$ cat src/rtl/rs_pkg.sv
// rtl/rs_pkg.sv - shared types and constants for the RS pipeline scheduler
package rs_pkg;

  typedef enum logic [1:0] {IDLE, RUN, DRAIN} state_t;

  localparam int DEF_WIDTH = 4;
  localparam int DEF_DEPTH = 4;

  // Tag width is max(1, clog2(n)) so a two-requester build still carries a tag bit.
  function automatic int tag_w(input int n);
    return (n <= 2) ? 1 : $clog2(n);
  endfunction

endpackage

$ cat src/rtl/rr_arbiter.sv
// rtl/rr_arbiter.sv - round-robin winner search starting at ptr, wrapping upward
module rr_arbiter
  import rs_pkg::*;
#(
  parameter int  NREQ  = 2,
  localparam int TAG_W = tag_w(NREQ)
) (
  input  logic [NREQ-1:0]  req,
  input  logic [TAG_W-1:0] ptr,
  input  logic             en,
  output logic [NREQ-1:0]  gnt,
  output logic [TAG_W-1:0] winner
);

  logic hit;

  // First pass covers ptr..NREQ-1, second pass the wrapped range 0..ptr-1.
  always_comb begin
    hit    = 1'b0;
    winner = '0;
    for (int i = 0; i < NREQ; i++) begin
      if (!hit && req[i] && (i >= int'(ptr))) begin
        hit    = 1'b1;
        winner = TAG_W'(i);
      end
    end
    for (int i = 0; i < NREQ; i++) begin
      if (!hit && req[i]) begin
        hit    = 1'b1;
        winner = TAG_W'(i);
      end
    end
    gnt = '0;
    for (int i = 0; i < NREQ; i++) begin
      gnt[i] = en && hit && (winner == TAG_W'(i));
    end
  end

endmodule

$ cat src/rtl/rs_pipe_sched.sv
// rtl/rs_pipe_sched.sv - round-robin scheduler feeding a shared DEPTH-stage register pipeline
module rs_pipe_sched
  import rs_pkg::*;
#(
  parameter int  WIDTH = DEF_WIDTH,
  parameter int  DEPTH = DEF_DEPTH,
  parameter int  NREQ  = 2,
  localparam int TAG_W = tag_w(NREQ)
) (
  input  logic                  clk,
  input  logic                  rst_n,
  input  logic [NREQ-1:0]       req,
  input  logic [NREQ*WIDTH-1:0] req_data,
  output logic [NREQ-1:0]       grant,
  input  logic                  flush,
  input  logic                  out_ready,
  output logic                  out_valid,
  output logic [WIDTH-1:0]      out_data,
  output logic [TAG_W-1:0]      out_tag,
  output logic                  busy
);

  localparam int CNT_W = $clog2(DEPTH + 1);

  state_t             state_q, state_d;
  logic [DEPTH-1:0]   stg_v;
  logic [WIDTH-1:0]   stg_d [DEPTH];
  logic [TAG_W-1:0]   stg_t [DEPTH];
  logic [TAG_W-1:0]   ptr_q;
  logic [TAG_W-1:0]   winner;
  logic [CNT_W-1:0]   occ;
  logic               adv;
  logic               arb_en;
  logic               granted;

  assign adv     = !stg_v[DEPTH-1] || out_ready;
  // Grant is held off during reset so requesters never see a phantom capture.
  assign arb_en  = rst_n && (state_q != DRAIN) && !flush && adv;
  assign granted = |grant;

  rr_arbiter #(.NREQ(NREQ)) u_arb (
    .req    (req),
    .ptr    (ptr_q),
    .en     (arb_en),
    .gnt    (grant),
    .winner (winner)
  );

  always_comb begin
    occ = '0;
    for (int i = 0; i < DEPTH; i++) begin
      occ = occ + CNT_W'(stg_v[i]);
    end
  end

  always_ff @(posedge clk or negedge rst_n) begin
    if (!rst_n) begin
      stg_v <= '0;
      for (int i = 0; i < DEPTH; i++) begin
        stg_d[i] <= '0;
        stg_t[i] <= '0;
      end
    end else if (adv) begin
      for (int i = DEPTH - 1; i > 0; i--) begin
        stg_v[i] <= stg_v[i-1];
        stg_d[i] <= stg_d[i-1];
        stg_t[i] <= stg_t[i-1];
      end
      stg_v[0] <= granted;
      stg_d[0] <= granted ? req_data[int'(winner)*WIDTH +: WIDTH] : '0;
      stg_t[0] <= granted ? winner : '0;
    end
  end

  always_ff @(posedge clk or negedge rst_n) begin
    if (!rst_n) begin
      ptr_q <= '0;
    end else if (granted) begin
      ptr_q <= (winner == TAG_W'(NREQ - 1)) ? '0 : winner + TAG_W'(1);
    end
  end

  always_ff @(posedge clk or negedge rst_n) begin
    if (!rst_n) begin
      state_q <= IDLE;
    end else begin
      state_q <= state_d;
    end
  end

  always_comb begin
    state_d = state_q;
    case (state_q)
      IDLE:    if (|req && !flush) state_d = RUN;
      RUN: begin
        if (flush)                        state_d = DRAIN;
        else if (occ == '0 && req == '0)  state_d = IDLE;
      end
      DRAIN:   if (occ == '0) state_d = IDLE;
      default: state_d = IDLE;
    endcase
  end

  assign out_valid = stg_v[DEPTH-1];
  assign out_data  = stg_d[DEPTH-1];
  assign out_tag   = stg_t[DEPTH-1];
  assign busy      = (state_q != IDLE);

endmodule
$ cat config.mk
export PLATFORM = sky130hd
export DESIGN_NAME = rs_pipe_sched
export DESIGN_NICKNAME = d
export VERILOG_FILES = /design/src/rtl/rs_pkg.sv /design/src/rtl/rr_arbiter.sv /design/src/rtl/rs_pipe_sched.sv
export SDC_FILE = /design/constraint.sdc
export NUM_CORES = 1
export LEC_CHECK = 0
export CAP_MARGIN = 20
export CORE_ASPECT_RATIO = 0.6
export CORE_MARGIN = 3
export CORE_UTILIZATION = 46
export CTS_CLUSTER_SIZE = 10
export DETAILED_ROUTE_END_ITERATION = 8
export PLACE_DENSITY_LB_ADDON = 0.15
export SYNTH_ARGS = -nofsm -noshare
export SYNTH_HDL_FRONTEND = slang
export SYNTH_HIERARCHICAL = 1
export SYNTH_SLANG_ARGS = --single-unit
export TNS_END_PERCENT = 100
$ cat constraint.sdc
create_clock -name clk -period 2.14 [get_ports clk]
set_input_delay 0.321 -clock clk [delete_from_list [all_inputs] [get_ports clk]]
set_output_delay 0.321 -clock clk [all_outputs]
set_load 0.02 [all_outputs]
==> results.ini <==
[die]
rows = 14
die_x_um = 74.8
fp.dieH_um = 47.3
die_area_mm2 = 0.00354
coreArea_mm2 = 0.00261
start_util = 0.501
ios = 23

[clocking]
clk_latency_ns = 0.27
post_cts_buffers = 0
cts_root_buf = clkbuf_8
cts_buffers = 3
cts_tree = done
cts.clk_slew.worst_paths_ns = 0.09
holdBufCountCts = 0
clock_sinks = 27
cts.htree.levels = 1
clockBufferDepth = 2

[sta]
slew_violations = 0
max_freq_mhz = 483
max_slew_margin = 0.641
tns_ns = 0
finalCritPeriodShare = 0.968
hold_viol = 0
setup_viol = 0
tightest_slew_ns = 0.537
finClkSkew_ns = 0.00241
rsz0062_at_grt = false
min_period_ns = 2.07

[drt]
routed-via-count = 779
drt-pass1-iter-count = 4
ant_nets = 0
routed_via_density = 5.26
wl_um = 2190
wl_per_cell_um = 14.8
dr.first_iter.drc_count = 25
route.detailed.drc = 0

[final_layout]
finalNonFillerCells = 148
layout_common_cells = 26 x dfrtp_1, 20 x clkdlybuf4s50_1, 11 x mux2_4
nets = 134
drive_above_1_share = 0.284
fill_cells = 217
n_antenna_cell = 0
multiInputGateArea_um2 = 546
regArea_um2 = 677
synthToLayoutAreaGrowth_pct = 20.4
final_common_cell = dfrtp_1

[global_route]
track_usage = 0.143
grt_pass1_wl_um = 3640
grt_pass1_vias = 770
grt_max_degree = 28
antenna_found_initial = 0
overflow = 0

[synthesis]
yosysSeqAreaShare = 0.517
syn_area_per_cell_um2 = 13.9
synth.distinct_cells = 27
syn_area_mm2 = 0.00131
synth_seq_cells = 27
syn_inst = 94
synthesis.nets = 111
ys_warn_count = 6

[setup_path]
required_ns = 1.82
max_stage_delay_ns = 0.53
critical_path.slowest_cell = clkdlybuf4s50_1
start_kind = input port
path_buf_inv = 2
arrival_ns = 1.75
cp_cell_sequence = clkdlybuf4s50_1 -> nor2b_4 -> nor4b_2 -> and3_1 -> dlygate4sd2_1
crit_family = buffers and inverters
path_class = in -> out
cp_max_fo = 2
endpoint_kind = output port

[placed_design]
hpwl_um = 1660
io_buffers = 22
dp_cells = 144
gp_congestion = 0.747

[pwr]
ir_drop_mv = 0.470
leakage_nw = 0.733
p_per_area_mw_per_mm2 = 1010

[hold_path]
min_path_type = reg -> reg

[outcome]
outcome = finished, final reports clean

[job]
max_cap_viol_count = 0

[metal layers]
| layer | vias up | routed length, um | track usage |
|---|---|---|---|
| li1 | 368 | - | - |
| met1 | 394 | 1060 | 0.194 |
| met2 | 15 | 1020 | 0.223 |
| met3 | 2 | 101 | 0.0491 |
| met4 | 0 | 8 | 0.0319 |
| met5 | - | 0 | 0 |
[synthesized netlist by cell type]
cell type,count,share of area
nand2b_1,1,0.0048
dfrtp_1,27,0.52
and2_1,1,0.0048
mux2_2,6,0.052
o31ai_1,6,0.034
nor2b_4,1,0.011
ha_1,2,0.019
a21oi_1,1,0.0038
buf_12,1,0.015
mux2_4,11,0.13
inv_1,6,0.017
fa_1,1,0.015
buf_8,1,0.011
or2_2,2,0.0096
a211oi_1,1,0.0057
buf_6,1,0.0086
nand2_1,2,0.0057
nor4b_2,1,0.011
and3_1,1,0.0048
mux2i_1,6,0.046
nor2_1,2,0.0057
buf_4,4,0.023
o2bb2ai_1,1,0.0067
nand3b_1,5,0.029
nor2b_1,1,0.0048
clkbuf_1,1,0.0029
or3_1,1,0.0048
[registers in the layout, indices dropped and copies added (netlist names)]
signal / cells
ptr_q: 1
out_tag: 1
stg_t: 3
state_q: 2
stg_d: 12
out_data: 4
stg_v: 4
[path summary, 6_finish.rpt]
kind	start	to	slack [ns]	depth (start not counted)
worst min-delay path	state_q[1]$_DFFE_PN0P_	state_q[0]$_DFFE_PN0P_	0.49	1
min in group asynchronous	rst_n	stg_v[3]$_DFFE_PN0P_	0.52	2
worst min register to register	state_q[1]$_DFFE_PN0P_	state_q[0]$_DFFE_PN0P_	0.49	1
worst max register to register	stg_v[3]$_DFFE_PN0P_	state_q[1]$_DFFE_PN0P_	0.09	7
worst max-delay path	out_ready	grant[1]	0.07	5
max in group asynchronous	rst_n	stg_v[3]$_DFFE_PN0P_	1.35	2
[cell type report]
| class | count | share of cell area |
|---|---|---|
| sequential | 27 | 0.430 |
| multi-input combinational | 53 | 0.347 |
| inverter | 6 | 0.0143 |
| tap | 32 | 0.0254 |
| clock buffer | 4 | 0.0286 |
| timing repair buffer | 26 | 0.155 |
[cells by family (layout without fill, tap and decap cells)]
group / after synthesis / after routing / share of synthesized area
multiplexers: 23 / 23 / 0.224
flip-flops: 27 / 27 / 0.517
AND/OR/NAND/NOR: 18 / 18 / 0.0957
adder cells (fa/ha/maj): 3 / 3 / 0.0344
AO/OA/AOI/OAI: 9 / 9 / 0.0507
buffers and inverters: 14 / 36 / 0.0785
[stage by stage]
stage	worst slack (ns)	area [um^2]	hold WS, ns	power (mW)	utilization
after global routing	0.0103	1570	0.509	1.69	0.603
after global placement	-0.143	1520	0.460	1.28	0.583
after detailed placement	-0.251	1520	0.475	1.31	0.583
after CTS	0.00581	1570	0.486	1.59	0.600
after floorplan	0.0343	1310	0.0254	1.15	-
final	0.0692	1570	0.485	1.58	0.603
[where the power goes]
part | switching, mW | leakage (nW) | internal [mW]
clock | 0.148 | 0.0228 | 0.133
combinational | 0.265 | 0.347 | 0.325
sequential | 0.0802 | 0.363 | 0.631
total | 0.494 | 0.733 | 1.09
[repair_timing]
action                                  in CTS  in global routing
resized for setup                            2                  4
endpoints found under the hold margin        0                  0
cloned                                       0                  0
pin swaps                                    0                  0
endpoints found under the setup margin       2                  3
No activity file was read; power rests on OpenSTA's default activity.
